`src/rtl/pipe_stage_hs.sv`:
```
// Valid/ready pipeline register with an optional skid entry, flush squash
// and a saturating count of flushes that discarded live work.
module pipe_stage_hs #(
    parameter int DATA_W     = 175,
    parameter bit SKID       = 1'b1,
    parameter bit FLUSH_ZERO = 1'b1,
    parameter int CNT_W      = 8
) (
    input  logic              clk,
    input  logic              reset,
    input  logic              flush,
    input  logic              in_valid,
    output logic              in_ready,
    input  logic [DATA_W-1:0] in_data,
    output logic              out_valid,
    input  logic              out_ready,
    output logic [DATA_W-1:0] out_data,
    output logic [1:0]        occupancy,
    output logic [CNT_W-1:0]  flush_cnt
);

    typedef enum logic [1:0] {
        EMPTY = 2'd0,
        ONE   = 2'd1,
        TWO   = 2'd2
    } state_e;

    state_e             state_q, state_d;
    logic [DATA_W-1:0]  main_q, main_d;
    logic [DATA_W-1:0]  skid_q, skid_d;
    logic [CNT_W-1:0]   flush_cnt_q, flush_cnt_d;
    logic               accept;
    logic               consume;

    assign accept  = in_valid & in_ready;
    assign consume = out_valid & out_ready;

    always_ff @(posedge clk or posedge reset) begin
        if (reset) begin
            state_q     <= EMPTY;
            main_q      <= '0;
            skid_q      <= '0;
            flush_cnt_q <= '0;
        end else begin
            state_q     <= state_d;
            main_q      <= main_d;
            skid_q      <= skid_d;
            flush_cnt_q <= flush_cnt_d;
        end
    end

    always_comb begin
        state_d = state_q;
        if (flush) begin
            state_d = EMPTY;
        end else begin
            unique case (state_q)
                EMPTY: if (accept) state_d = ONE;
                ONE: begin
                    if (accept && !consume && SKID) state_d = TWO;
                    else if (!accept && consume) state_d = EMPTY;
                end
                TWO: if (consume) state_d = ONE;
                default: state_d = EMPTY;
            endcase
        end
    end

    // Payload moves only on the listed transitions; flush may wipe it.
    always_comb begin
        main_d      = main_q;
        skid_d      = skid_q;
        flush_cnt_d = flush_cnt_q;
        if (flush) begin
            if (FLUSH_ZERO) begin
                main_d = '0;
                skid_d = '0;
            end
            if (state_q != EMPTY && flush_cnt_q != {CNT_W{1'b1}})
                flush_cnt_d = flush_cnt_q + CNT_W'(1);
        end else begin
            unique case (state_q)
                EMPTY: if (accept) main_d = in_data;
                ONE: begin
                    if (accept && consume) main_d = in_data;
                    else if (accept && SKID) skid_d = in_data;
                end
                TWO: if (consume) main_d = skid_q;
                default: ;
            endcase
        end
    end

    always_comb begin
        out_valid = 1'b0;
        occupancy = 2'd0;
        unique case (state_q)
            EMPTY: ;
            ONE: begin
                out_valid = 1'b1;
                occupancy = 2'd1;
            end
            TWO: begin
                out_valid = 1'b1;
                occupancy = 2'd2;
            end
            default: ;
        endcase
    end

    generate
        if (SKID) begin : g_skid
            logic in_ready_q;
            logic in_ready_d;

            // Registered so upstream never sees a path from out_ready.
            assign in_ready_d = (state_d != TWO);

            always_ff @(posedge clk or posedge reset) begin
                if (reset) in_ready_q <= 1'b1;
                else       in_ready_q <= in_ready_d;
            end

            assign in_ready = in_ready_q;
        end else begin : g_noskid
            assign in_ready = (state_q == EMPTY) | out_ready;
        end
    endgenerate

    assign out_data  = main_q;
    assign flush_cnt = flush_cnt_q;

endmodule

```
`config.mk`:
```
export PLATFORM = sky130hd
export DESIGN_NAME = pipe_stage_hs
export DESIGN_NICKNAME = d
export VERILOG_FILES = /design/src/rtl/pipe_stage_hs.sv
export SDC_FILE = /design/constraint.sdc
export NUM_CORES = 1
export LEC_CHECK = 0
export BUFFER_PORTS_ARGS = -buffer_cell sky130_fd_sc_hd__buf_4
export CORE_MARGIN = 2
export CORE_UTILIZATION = 35
export CTS_CLUSTER_DIAMETER = 100
export CTS_CLUSTER_SIZE = 30
export DETAILED_ROUTE_END_ITERATION = 16
export HOLD_SLACK_MARGIN = 0.05
export PLACE_DENSITY = 0.57
export SLEW_MARGIN = 15
export SYNTH_ARGS = -nofsm -noshare
export SYNTH_HDL_FRONTEND = slang
export SYNTH_SLANG_ARGS = --single-unit
```
`constraint.sdc`:
```
create_clock -name clk -period 17.7 [get_ports clk]
set_clock_uncertainty 0.15 [all_clocks]
set_input_delay 0.885 -clock clk [delete_from_list [all_inputs] [get_ports clk]]
set_output_delay 0.885 -clock clk [all_outputs]
set_load 0.01 [all_outputs]
```
# Yosys cells after proc, flatten, opt, wreduce, memory -nomap -nowiden
# Index checks and enable logic that the tools add are counted.
[op_classes]
n_mux = 16
reduce_logical = 15
n_bitwise = 2
eq_ne = 8
n_addsub = 1
[op_table]
columns = ["op", "count"]
rows = [
  ["175-bit 2-to-1 mux", 7],
  ["175-bit case mux with 3 select lines", 1],
  ["2-bit 2-to-1 mux", 5],
  ["3-bit != test, second input constant", 3],
  ["8-bit by 1-bit adder with 8-bit output, second input constant", 1],
  ["8-bit != test, second input constant", 1],
  ["2-bit case mux with 3 select lines", 1],
  ["2-bit nonzero test", 3],
  ["1-bit logical AND", 4],
  ["2-bit != test, second input constant", 2],
  ["2-bit case mux with 2 select lines", 1],
  ["4-bit AND reduction", 1],
  ["4-bit nonzero test", 1],
  ["3-bit AND reduction", 1],
  ["1-bit bitwise AND", 2],
  ["2-bit by 1-bit == test with 1-bit output, second input constant", 1],
  ["2-bit == test, second input constant", 1],
  ["1-bit zero test", 2],
  ["2-bit zero test", 1],
  ["2-bit AND reduction", 1],
  ["2-bit OR reduction", 1],
  ["1-bit 2-to-1 mux", 1],
]
[totals]
input_bits = 180
reg_bits = 361
out_inout_bits = 187
wordCells = 47

# Depth between registers and ports, before layout
[depth]
depth_word = 10
depth_mapped = 9
ltp_nobuf = 6

# Worst setup path after synthesis
# No wires, ideal clock.
[synth_timing]
path_kind = "input -> register"
startpoint = "input port in_valid"
endpoint = "register main_q[115], in the netlist out_data[115]"
t_arrival_ns = 1.878
stages = 7
setup_ns = 0.121
setup_slack_ns = 15.551
t_required_ns = 17.429
n_path_buf = 3
cell_sequence = "and2_1 -> buf_6 -> o221a_4 -> nand2b_2 -> buf_4 -> buf_4 -> o2bb2ai_2"
[synth_via]
elab_chain_len = 4
word_cells_on_any_way = 5
classes_between = "eq/ne: 2; bitwise: 1; reduce/logical: 2"
[synth_lines]
columns = ["element", "line_no", "rtl"]
rows = [
  ["start, declared", "12", "input logic in_valid,"],
  ["1-bit bitwise AND (*)", "35", "assign accept = in_valid & in_ready;"],
  ["1-bit logical AND", "85", "if (accept && consume) main_d = in_data;"],
  ["3-bit != test (no line)", "--", ""],
  ["4-bit AND reduction (no line) (*)", "--", ""],
  ["end signal, assigned", "46", "main_q <= main_d;"],
  ["end, declared", "29", "logic [DATA_W-1:0] main_q, main_d;"],
]
# Every way passes the cells marked *; elsewhere a longest branch is shown, timed or not.
# A chain may end at the register's enable or synchronous reset.

# Worst setup path after layout
[layout_timing]
startpoint = "register state_q[0]"
endpoint = "register main_q[127], in the netlist out_data[127]"
[layout_via]
elab_chain_len = 7
word_cells_on_any_way = 14
classes_between = "eq/ne: 5; mux: 3; bitwise: 1; reduce/logical: 5"
[layout_lines]
columns = ["element", "line_no", "rtl"]
rows = [
  ["start, declared", "28", "state_e state_q, state_d;"],
  ["start signal, assigned", "45", "state_q <= state_d;"],
  ["2-bit == test or 2-bit by 1-bit == test with 1-bit output (tied branches)", "82, 97", ""],
  ["2-bit OR reduction (no line)", "--", ""],
  ["1-bit 2-to-1 mux", "97", "unique case (state_q)"],
  ["1-bit bitwise AND", "36", "assign consume = out_valid & out_ready;"],
  ["1-bit logical AND", "85", ""],
  ["3-bit != test (no line)", "--", ""],
  ["4-bit AND reduction (no line)", "--", ""],
]
# Several ways; a longest one is shown, not always the timed one.

==> run metrics <==
Die Y 215 um; pwr/cell area 102 nW/um^2; prevailing post-synth register cell dfrtp_1; combinational power share 0.259; Post-Syn Nets 1596; Final Hold Vio Count 0; CP Class flip-flop to flip-flop; routability cong. 0.774; fraction of synthesis flops using an asynchronous set or reset pin 1.00; net switching power 0.626 mW; Setup WS pre-CTS 13440 ps; Num CTS Buffers 16; largest stage delay on the critical path 870 ps; Routed Antenna Nets 0; NumNets Final 1880; Avg WL per Cell 19.4 um; # resized after CTS 0; gr usage total 0.187; cells along the critical path inv_1 -> ha_4 -> o2bb2ai_1 -> o221a_4 -> nand2b_4 -> buf_4 -> buf_4 -> o2bb2ai_1; I/O pins 367; layout cell share with drive strength beyond 1 0.252; Die Width 215 um; Critical-path top delay cell buf_4; sequential power share 0.510; drt first pass iters 4; gr ovfl total 0; post-layout min period 4210 ps; synthesized cell area 15600 sq um; Clock Path Buffers 3; Yosys warnings 0; largest net degree at the start of global routing 86; drt total wl 44.5 mm; most frequent cells in the layout 383 x buf_4, 360 x dfrtp_1, 356 x nand2_1; max cap viols 0; Filler Cell Count 4321; clock network fraction of design power 0.231; Max Freq 0.237 GHz; Post-CTS Hold Fix Bufs 0; Top delay family on crit path buffers and inverters; # rows 77; RSZ-0062 raised after global routing false; CTS tree done; setup ws final 13490 ps; count of input and output buffers 366; Residual DRC 0; worst relative slew slack 0.244; Worst setup EP type flip-flop; area grow syn2layout 22.5%; Antenna Cells 0; first-pass GRT wire length 70.0 mm; most common cell after layout, fill and taps aside buf_4; Critical path buffers and inverters 3; core area 44100 sq um; Syn Area/Cell 11.1 sq um; critical path required time 17920 ps; Synth cell types 36; worst slew pin tran 1130 ps; Final Slew Violations 0; Clock Tree Root clkbuf_16; cells after synthesis 1410; Sink Count 361; Post-CTS Repair Setup Buffers 0; fin crit share 0.238; H-tree levels 1; vias in the first global route 11688; worst min path class input pin to asynchronous set/reset pin; outcome finished, final reports clean; P_leak 8.33 nW; Crit. path cell count 8; EDFF count, synth 0; crit path max fanout 81; Post-Route Setup TNS 0 ps; CTS clk-pin slew, worst paths 120 ps; WP data arrival 4430 ps; Int Power 1.32 mW; Net Sw Frac 0.321; startpoint type of the worst setup path flip-flop; DRT iter0 DRCs 975; Setup-failing EPs final 0; sequential area share after synthesis 0.579; worst skew pair latency 530 ps; Die Area 46300 sq um; Initial Util 0.354; initial antenna violation count 1; Power, Total 1.95 mW; Multi-input gate area 5970 sq um; vias per inst 5.07; Synth Register Bits 361; Final HPWL DP 27.5 mm; VDD IR max 76.0 uV; register area 9030 sq um; worst reg-to-reg path cell count 8; DR vias 11621
==> layout make-up <==
cell class | instances | area share
clock buffers | 18 | 0.0224
repair buffers | 384 | 0.151
well taps | 592 | 0.0387
inverters | 3 | 0.000982
flip-flops and latches | 361 | 0.473
clock inverters | 5 | 0.00209
multi-input cells | 928 | 0.312
==> sequential cells by signal, indices dropped and copies added (netlist names) <==
| signal | cells |
|---|---|
| flush_cnt | 8 |
| out_data | 175 |
| skid_q | 175 |
| state_q | 2 |
| in_ready | 1 |
==> power by group through the flow <==
stage          Sequential [mW]  Clock (mW)  Combinational, mW
3_3_place_gp              1.01           0              0.507
4_1_cts                  0.994       0.475              0.514
3_5_place_dp              1.01           0              0.514
2_1_floorplan             1.03           0              0.245
6_report                 0.994       0.450              0.505
5_1_grt                   1.01       0.498              0.550
==> routing by layer <==
| metal | wire length, um | vias to the layer above | track usage |
|---|---|---|---|
| li1 | - | 5478 | - |
| met1 | 20600 | 5825 | 0.270 |
| met2 | 20000 | 275 | 0.286 |
| met3 | 3100 | 41 | 0.0478 |
| met4 | 778 | 2 | 0.0379 |
| met5 | 13 | - | 0 |
==> Yosys cell counts, drive strengths merged (2+ instances only) <==
library cell | instances | area share
nand4 | 2 | 0.00080
a21boi | 2 | 0.00096
o21ai | 3 | 0.00096
xnor2 | 4 | 0.0022
nand2 | 356 | 0.086
inv | 3 | 0.00072
nor2 | 5 | 0.0017
nand3 | 5 | 0.0019
mux2 | 2 | 0.0014
ha | 6 | 0.0048
o2bb2ai | 176 | 0.10
mux2i | 175 | 0.11
clkbuf | 35 | 0.0084
buf | 83 | 0.032
dfrtp | 360 | 0.58
and3 | 3 | 0.0012
a21oi | 176 | 0.056
==> per-stage QoR <==
| stage | utilization | hold slack (ps) | cells | instance area [sq um] |
|---|---|---|---|---|
| finish | 0.433 | 242 | 2291 | 19100 |
| global route | 0.433 | 268 | 2291 | 19100 |
| CTS | 0.433 | 260 | 2291 | 19100 |
| detailed placement | 0.423 | 325 | 2268 | 18600 |
| global placement | 0.423 | 323 | 2268 | 18600 |
| floorplan | - | 351 | 1410 | 15600 |
==> kinds of logic after synthesis <==
kind of cell | count (synthesis) | share of synthesized area
multiplexers | 177 | 0.114
flip-flops | 361 | 0.579
XOR/XNOR | 5 | 0.00281
AND/OR/NAND/NOR | 377 | 0.0939
AO/OA/AOI/OAI | 363 | 0.165
adder cells (fa/ha/maj) | 6 | 0.00481
buffers and inverters | 121 | 0.0408
==> path summary, 6_finish.rpt <==
| check | to | slack, ps | startpoint |
|---|---|---|---|
| setup / recovery | out_data[127] | 13490 | state_q[0] |
| hold / removal | skid_q[73] | 240 | reset |
| setup reg to reg | out_data[127] | 13490 | state_q[0] |
| hold reg to reg | out_data[173] | 350 | out_data[173] |
| max in group asynchronous | out_data[149] | 14990 | reset |
| min in group clk | out_data[173] | 350 | out_data[173] |
Power figures use the tool's default switching activity.
